`config.mk`:
```
export PLATFORM = sky130hd
export DESIGN_NAME = mem_arbiter_flat
export DESIGN_NICKNAME = d
export VERILOG_FILES = /design/src/rtl/mem_arb_pkg.sv /design/src/rtl/mem_arbiter_if.sv /design/src/rtl/mem_arb_streak.sv /design/src/rtl/mem_arbiter.sv /design/src/flat_wrapper.sv
export SDC_FILE = /design/constraint.sdc
export NUM_CORES = 1
export LEC_CHECK = 0
export ABC_AREA = 0
export ABC_CLOCK_PERIOD_IN_PS = 4950
export CAP_MARGIN = 30
export CORE_MARGIN = 3
export CORE_UTILIZATION = 30
export DETAILED_ROUTE_END_ITERATION = 8
export HOLD_SLACK_MARGIN = 0.12
export PLACE_DENSITY = 0.8
export REMOVE_ABC_BUFFERS = 1
export SLEW_MARGIN = 10
export SYNTH_ARGS = -nofsm -noshare
export SYNTH_HDL_FRONTEND = slang
export SYNTH_SLANG_ARGS = --single-unit
```
`constraint.sdc`:
```
create_clock -name clk -period 4.95 [get_ports clk]
set_clock_uncertainty 0.1 [all_clocks]
set_input_delay 1.485 -clock clk [delete_from_list [all_inputs] [get_ports clk]]
set_output_delay 1.485 -clock clk [all_outputs]
set_load 0.05 [all_outputs]
```
`src/rtl/mem_arb_pkg.sv`:
```
// Shared types for the unified-memory arbiter: FSM states, grant encoding
// and the byte-enable pattern used for instruction fetches.
package mem_arb_pkg;

  typedef enum logic [1:0] {
    IDLE   = 2'd0,
    BUSY_F = 2'd1,
    BUSY_D = 2'd2
  } state_e;

  typedef enum logic [1:0] {
    GNT_NONE = 2'd0,
    GNT_F    = 2'd1,
    GNT_D    = 2'd2
  } grant_e;

  localparam logic [3:0] FETCH_BE = 4'hF;

endpackage

```
`src/rtl/mem_arbiter_if.sv`:
```
// Bundle of fetch port, data port, stall outputs and external memory bus.
// The arbiter uses the slave modport; the core/memory side uses master.
interface mem_arbiter_if #(parameter int AW = 32);

  logic          if_req;
  logic [AW-1:0] if_addr;
  logic          if_ready;
  logic [31:0]   if_rdata;

  logic          d_req;
  logic          d_we;
  logic [3:0]    d_be;
  logic [AW-1:0] d_addr;
  logic [31:0]   d_wdata;
  logic          d_ready;
  logic [31:0]   d_rdata;

  logic          stall_f;
  logic          stall_m;

  logic          mem_en;
  logic          mem_we;
  logic [3:0]    mem_be;
  logic [AW-1:0] mem_addr;
  logic [31:0]   mem_wdata;
  logic          mem_ack;
  logic [31:0]   mem_rdata;

  modport slave (
    input  if_req, if_addr, d_req, d_we, d_be, d_addr, d_wdata, mem_ack, mem_rdata,
    output if_ready, if_rdata, d_ready, d_rdata, stall_f, stall_m,
           mem_en, mem_we, mem_be, mem_addr, mem_wdata
  );

  modport master (
    output if_req, if_addr, d_req, d_we, d_be, d_addr, d_wdata, mem_ack, mem_rdata,
    input  if_ready, if_rdata, d_ready, d_rdata, stall_f, stall_m,
           mem_en, mem_we, mem_be, mem_addr, mem_wdata
  );

endinterface

```
`src/rtl/mem_arb_streak.sv`:
```
// Saturating count of consecutive data grants made while fetch waits;
// raises o_forced once fetch has been passed over MAX_D_STREAK times.
module mem_arb_streak #(
  parameter int MAX_D_STREAK = 4
) (
  input  logic clk,
  input  logic rst,
  input  logic i_inc,
  input  logic i_clr,
  input  logic i_if_req,
  output logic o_forced
);

  localparam int W = $clog2(MAX_D_STREAK + 1);
  localparam logic [W-1:0] MAX_V = W'(MAX_D_STREAK);

  logic [W-1:0] r_count;

  always_ff @(posedge clk or posedge rst) begin
    if (rst)
      r_count <= '0;
    else if (i_clr)
      r_count <= '0;
    else if (i_inc && (r_count != MAX_V))
      r_count <= r_count + W'(1);
  end

  assign o_forced = i_if_req && (r_count == MAX_V);

endmodule

```
`src/rtl/mem_arbiter.sv`:
```
// Single-port memory arbiter between fetch and data ports. Data wins ties
// unless fetch has been starved for MAX_D_STREAK consecutive data grants.
module mem_arbiter
  import mem_arb_pkg::*;
#(
  parameter int MAX_D_STREAK = 4,
  parameter int AW           = 32
) (
  input logic         clk,
  input logic         rst,
  mem_arbiter_if.slave bus
);

  state_e        r_state;
  state_e        w_next;
  grant_e        w_grant;
  logic          w_forced;
  logic          w_inc;
  logic          w_clr;
  logic          w_if_ready;
  logic          w_d_ready;

  logic          r_we;
  logic [3:0]    r_be;
  logic [AW-1:0] r_addr;
  logic [31:0]   r_wdata;

  always_ff @(posedge clk or posedge rst) begin
    if (rst)
      r_state <= IDLE;
    else
      r_state <= w_next;
  end

  always_comb begin
    w_next  = r_state;
    w_grant = GNT_NONE;
    case (r_state)
      IDLE: begin
        if (bus.d_req && !w_forced) begin
          w_next  = BUSY_D;
          w_grant = GNT_D;
        end else if (bus.if_req) begin
          w_next  = BUSY_F;
          w_grant = GNT_F;
        end
      end
      BUSY_F, BUSY_D: begin
        if (bus.mem_ack)
          w_next = IDLE;
      end
      default: w_next = IDLE;
    endcase
  end

  assign w_inc = (w_grant == GNT_D) && bus.if_req;
  assign w_clr = (w_grant == GNT_F) || ((r_state == IDLE) && !bus.if_req);

  mem_arb_streak #(.MAX_D_STREAK(MAX_D_STREAK)) u_streak (
    .clk      (clk),
    .rst      (rst),
    .i_inc    (w_inc),
    .i_clr    (w_clr),
    .i_if_req (bus.if_req),
    .o_forced (w_forced)
  );

  // Memory command is latched at grant and cleared once the access finishes.
  always_ff @(posedge clk or posedge rst) begin
    if (rst) begin
      r_we    <= 1'b0;
      r_be    <= '0;
      r_addr  <= '0;
      r_wdata <= '0;
    end else if (w_grant == GNT_D) begin
      r_we    <= bus.d_we;
      r_be    <= bus.d_be;
      r_addr  <= bus.d_addr;
      r_wdata <= bus.d_wdata;
    end else if (w_grant == GNT_F) begin
      r_we    <= 1'b0;
      r_be    <= FETCH_BE;
      r_addr  <= bus.if_addr;
      r_wdata <= '0;
    end else if ((r_state != IDLE) && bus.mem_ack) begin
      r_we    <= 1'b0;
      r_be    <= '0;
      r_addr  <= '0;
      r_wdata <= '0;
    end
  end

  assign bus.mem_en    = (r_state != IDLE);
  assign bus.mem_we    = r_we;
  assign bus.mem_be    = r_be;
  assign bus.mem_addr  = r_addr;
  assign bus.mem_wdata = r_wdata;

  // A requester that dropped its request mid-access gets no ready pulse.
  assign w_if_ready   = (r_state == BUSY_F) && bus.mem_ack && bus.if_req;
  assign w_d_ready    = (r_state == BUSY_D) && bus.mem_ack && bus.d_req;
  assign bus.if_ready = w_if_ready;
  assign bus.d_ready  = w_d_ready;
  assign bus.if_rdata = w_if_ready ? bus.mem_rdata : 32'h0;
  assign bus.d_rdata  = (w_d_ready && !r_we) ? bus.mem_rdata : 32'h0;

  assign bus.stall_f = !rst && bus.if_req && !w_if_ready;
  assign bus.stall_m = !rst && bus.d_req && !w_d_ready;

endmodule
```
`src/flat_wrapper.sv`:
```
// flat-port wrapper written by rule: the top's interface ports become plain ports
module mem_arbiter_flat import mem_arb_pkg::*;
#(
  parameter int MAX_D_STREAK = 4,
  parameter int AW           = 32
)
  (clk, rst, bus_if_req, bus_if_addr, bus_d_req, bus_d_we, bus_d_be, bus_d_addr, bus_d_wdata, bus_mem_ack, bus_mem_rdata, bus_if_ready, bus_if_rdata, bus_d_ready, bus_d_rdata, bus_stall_f, bus_stall_m, bus_mem_en, bus_mem_we, bus_mem_be, bus_mem_addr, bus_mem_wdata);
  mem_arbiter_if #(.AW(AW)) bus_i ();
  input logic clk;
  input logic rst;
  input wire logic [$bits(bus_i.if_req)-1:0] bus_if_req;
  input wire logic [$bits(bus_i.if_addr)-1:0] bus_if_addr;
  input wire logic [$bits(bus_i.d_req)-1:0] bus_d_req;
  input wire logic [$bits(bus_i.d_we)-1:0] bus_d_we;
  input wire logic [$bits(bus_i.d_be)-1:0] bus_d_be;
  input wire logic [$bits(bus_i.d_addr)-1:0] bus_d_addr;
  input wire logic [$bits(bus_i.d_wdata)-1:0] bus_d_wdata;
  input wire logic [$bits(bus_i.mem_ack)-1:0] bus_mem_ack;
  input wire logic [$bits(bus_i.mem_rdata)-1:0] bus_mem_rdata;
  output wire logic [$bits(bus_i.if_ready)-1:0] bus_if_ready;
  output wire logic [$bits(bus_i.if_rdata)-1:0] bus_if_rdata;
  output wire logic [$bits(bus_i.d_ready)-1:0] bus_d_ready;
  output wire logic [$bits(bus_i.d_rdata)-1:0] bus_d_rdata;
  output wire logic [$bits(bus_i.stall_f)-1:0] bus_stall_f;
  output wire logic [$bits(bus_i.stall_m)-1:0] bus_stall_m;
  output wire logic [$bits(bus_i.mem_en)-1:0] bus_mem_en;
  output wire logic [$bits(bus_i.mem_we)-1:0] bus_mem_we;
  output wire logic [$bits(bus_i.mem_be)-1:0] bus_mem_be;
  output wire logic [$bits(bus_i.mem_addr)-1:0] bus_mem_addr;
  output wire logic [$bits(bus_i.mem_wdata)-1:0] bus_mem_wdata;
  assign bus_i.if_req = bus_if_req;
  assign bus_i.if_addr = bus_if_addr;
  assign bus_i.d_req = bus_d_req;
  assign bus_i.d_we = bus_d_we;
  assign bus_i.d_be = bus_d_be;
  assign bus_i.d_addr = bus_d_addr;
  assign bus_i.d_wdata = bus_d_wdata;
  assign bus_i.mem_ack = bus_mem_ack;
  assign bus_i.mem_rdata = bus_mem_rdata;
  assign bus_if_ready = bus_i.if_ready;
  assign bus_if_rdata = bus_i.if_rdata;
  assign bus_d_ready = bus_i.d_ready;
  assign bus_d_rdata = bus_i.d_rdata;
  assign bus_stall_f = bus_i.stall_f;
  assign bus_stall_m = bus_i.stall_m;
  assign bus_mem_en = bus_i.mem_en;
  assign bus_mem_we = bus_i.mem_we;
  assign bus_mem_be = bus_i.mem_be;
  assign bus_mem_addr = bus_i.mem_addr;
  assign bus_mem_wdata = bus_i.mem_wdata;
  mem_arbiter #(.MAX_D_STREAK(MAX_D_STREAK), .AW(AW)) u_core (.clk(clk), .rst(rst), .bus(bus_i));
endmodule
```
==> flow_metrics.py <==
metrics = {
    "outcome": {
        "outcome": "completed",
    },
    "grt": {
        "grt_start_max_net_pins": 75,
        "grt_util_all_layers": 0.200,
        "antenna_found_initial": 0,
        "grt_overflow": 0,
        "grt_pass1_wl_microns": 20600,
        "grt_pass1_vias": 3739,
    },
    "worst_setup_path": {
        "end_kind": "output pin",
        "worst_ep_arrival_time_ns": 2.97,
        "critPathRequiredTime_ns": 3.37,
        "critPathKind": "in2out",
        "start_kind": "input port",
        "crit_fanout": 32,
    },
    "routing": {
        "drc_errors": 0,
        "wl_per_cell_microns": 18.9,
        "dr.pass1.iters": 4,
        "vias": 3649,
        "drt_iter0_markers": 168,
        "totalWireLength_microns": 13600,
        "via_per_inst": 5.08,
        "ant_nets": 0,
    },
    "clock_tree": {
        "path_clk_slew_ns": 0.06,
        "post-cts-setup-buffers": 0,
        "cts_buffer_depth": 2,
        "cts.sinks": 74,
        "cts_buffers": 9,
        "root_buffer": "clkbuf_16",
        "htreeDepth": 3,
        "postCtsHoldBufs": 0,
        "clk_latency_ns": 0.32,
        "cts_resized": 0,
        "tritoncts": "yes",
    },
    "final_layout": {
        "final_nets": 713,
        "regArea_sq_mm": 0.00185,
        "syn2layout_area_growth_pct": 111,
        "nFillCells": 867,
        "finalInstanceArea_sq_mm": 0.00745,
        "drive_above_1_share": 0.172,
        "post-route-util": 0.650,
        "multiInputGateArea_sq_mm": 0.00154,
        "diodes": 0,
        "stdcell_count": 718,
    },
    "floorplanning": {
        "die_height_microns": 115,
        "rows": 39,
        "initial_core_util": 0.308,
        "core_sq_mm": 0.0115,
        "io_pins": 276,
        "die_w_microns": 115,
        "die_area_sq_mm": 0.0131,
    },
    "pwr": {
        "switching_share": 0.471,
        "p_int_mw": 2.11,
        "vdd_ir_drop_max_mv": 0.389,
        "p_seq_frac": 0.248,
        "power_mw": 3.98,
        "power.density_mw_per_mm2": 534,
        "leakagePower_nw": 3.13,
        "combPwrFrac": 0.582,
        "switching_power_mw": 1.87,
        "clkPwrFrac": 0.170,
    },
    "yosys": {
        "ys_warn_count": 0,
        "synth.distinct_cells": 23,
        "synth-seq-cells": 74,
        "ys_seq_area_frac": 0.524,
        "synth_compound_area_frac": 0.213,
        "netlist.area_leader.share": 0.524,
        "synth_top_cell_by_area": "dfrtp_1",
        "synth.mux.area_fraction": 0,
        "syn_avg_cell_area_sq_um": 11.7,
        "syn_area_sq_mm": 0.00353,
        "yosys.area_share.adder": 0.0177,
        "netlist_instances": 302,
        "synthSimpleGateAreaFrac": 0.200,
        "synth_area_leaders": "dfrtp_1 52%, and2_1 11%, a221o_1 10%",
        "synth_xor_area_frac": 0,
        "synth_top_family_by_area": "compound AO/OA/AOI/OAI gates",
    },
    "sta": {
        "hold_viol_final": 0,
        "rsz0062_at_grt": "no",
        "max_slew_margin": 0.426,
        "min_period_ns": 4.56,
        "fmax_mhz": 219,
        "tightest_slew_ns": 0.860,
        "maxSlewViolCount": 0,
        "setup-violations-final": 0,
        "tns_ns": 0,
        "finalCritPeriodShare": 0.920,
    },
    "worst_hold_path": {
        "hold_class": "reg2reg",
    },
    "place": {
        "gp_congestion": 0.815,
        "post_dp_cell_area_sq_mm": 0.00709,
        "post-place-cells": 700,
        "hpwl_microns": 10600,
        "portBuffers": 275,
    },
    "job": {
        "maxCapViolations": 0,
    },
}
-- metal layers --
layer,global-route usage,share of wire
met1,0.236,0.38
met2,0.354,0.52
met3,0.0476,0.077
met4,0.0689,0.020
met5,0,0
-- stage by stage --
stage	setup slack, ns	hold WS [ns]
CTS	0.385	0.409
floorplan	-0.342	0.391
global placement	0.446	0.387
detailed placement	0.392	0.393
finish	0.394	0.404
global route	0.290	0.423
-- sequential cells by signal, indices dropped and copies added, names as in the netlist --
signal / count
u_core.bus.mem_wdata: 32
u_core.bus.mem_addr: 32
u_core.r_state: 2
u_core.bus.mem_be: 4
u_core.u_streak.r_count: 3
u_core.bus.mem_we: 1
-- critical path: stages --
cell and delay, ns:
clkdlybuf4s50_1 0.60, nand3_1 0.14, nor2_1 0.11, buf_4 0.25, and2_1 0.22, buf_12 0.15
-- logic make-up after synthesis --
logic type	after synthesis
AO/OA/AOI/OAI	79
buffers and inverters	35
adder cells (fa/ha/maj)	5
flip-flops	74
AND/OR/NAND/NOR	109
-- placed cells by master (no fill, tap or decap), drive strengths merged --
cell type        n
dfrtp           74
a21boi           1
a31oi            1
a32o             2
a221o           36
buf             78
nand2            3
inv             11
clkbuf           9
nand3            1
and2            64
o22ai            2
and3             2
nor3b           33
clkdlybuf4s50  207
o21ai            1
a22o            35
clkinvlp         2
a31o             1
nand2b           3
bufinv           1
ha               5
nor2             3
-- layout make-up --
| class | instances | share of cell area |
|---|---|---|
| Multi-Input combinational cell | 193 | 0.206 |
| Clock inverter | 7 | 0.0114 |
| Clock buffer | 9 | 0.0302 |
| Inverter | 7 | 0.00353 |
| Timing Repair Buffer | 285 | 0.476 |
| Sequential cell | 74 | 0.248 |
| Tap cell | 143 | 0.0240 |
-- power groups by stage --
stage / Sequential, mW / Combinational (mW) / Clock (mW)
after global routing: 1.02 / 2.41 / 0.726
final: 0.989 / 2.32 / 0.676
after CTS: 0.987 / 2.33 / 0.692
after floorplan: 1.76 / 0.587 / 0
after global placement: 0.981 / 2.28 / 0
after detailed placement: 0.990 / 2.32 / 0
-- synthesized netlist by cell type --
master,instances
a221o_1,36
a31oi_4,1
a21boi_2,1
nand2b_1,3
o22ai_2,1
and3_1,2
o21ai_0,1
and2_1,64
nand3_1,1
ha_1,5
a31o_2,1
inv_1,7
nor2_1,3
a22o_1,35
buf_1,2
nor3b_1,33
dfrtp_1,74
a32o_1,2
buf_4,2
clkbuf_1,7
buf_2,17
nand2_1,3
o22ai_1,1
-- worst paths after layout --
| path | from | to | slack (ns) | depth (start not counted) |
|---|---|---|---|---|
| setup / recovery | bus_mem_ack | bus_d_rdata[2] | 0.39 | 6 |
| hold / removal | u_core.bus.mem_wdata[30] | u_core.bus.mem_wdata[30] | 0.40 | 1 |
| setup reg to reg | u_core.r_state[0] | u_core.bus.mem_be[2] | 2.58 | 6 |
| hold reg to reg | u_core.bus.mem_wdata[30] | u_core.bus.mem_wdata[30] | 0.40 | 1 |
| max in group asynchronous | rst | u_core.bus.mem_addr[16] | 2.82 | 4 |
| min in group asynchronous | rst | u_core.u_streak.r_count[0] | 1.41 | 3 |
No activity file was read; power rests on OpenSTA's default activity.
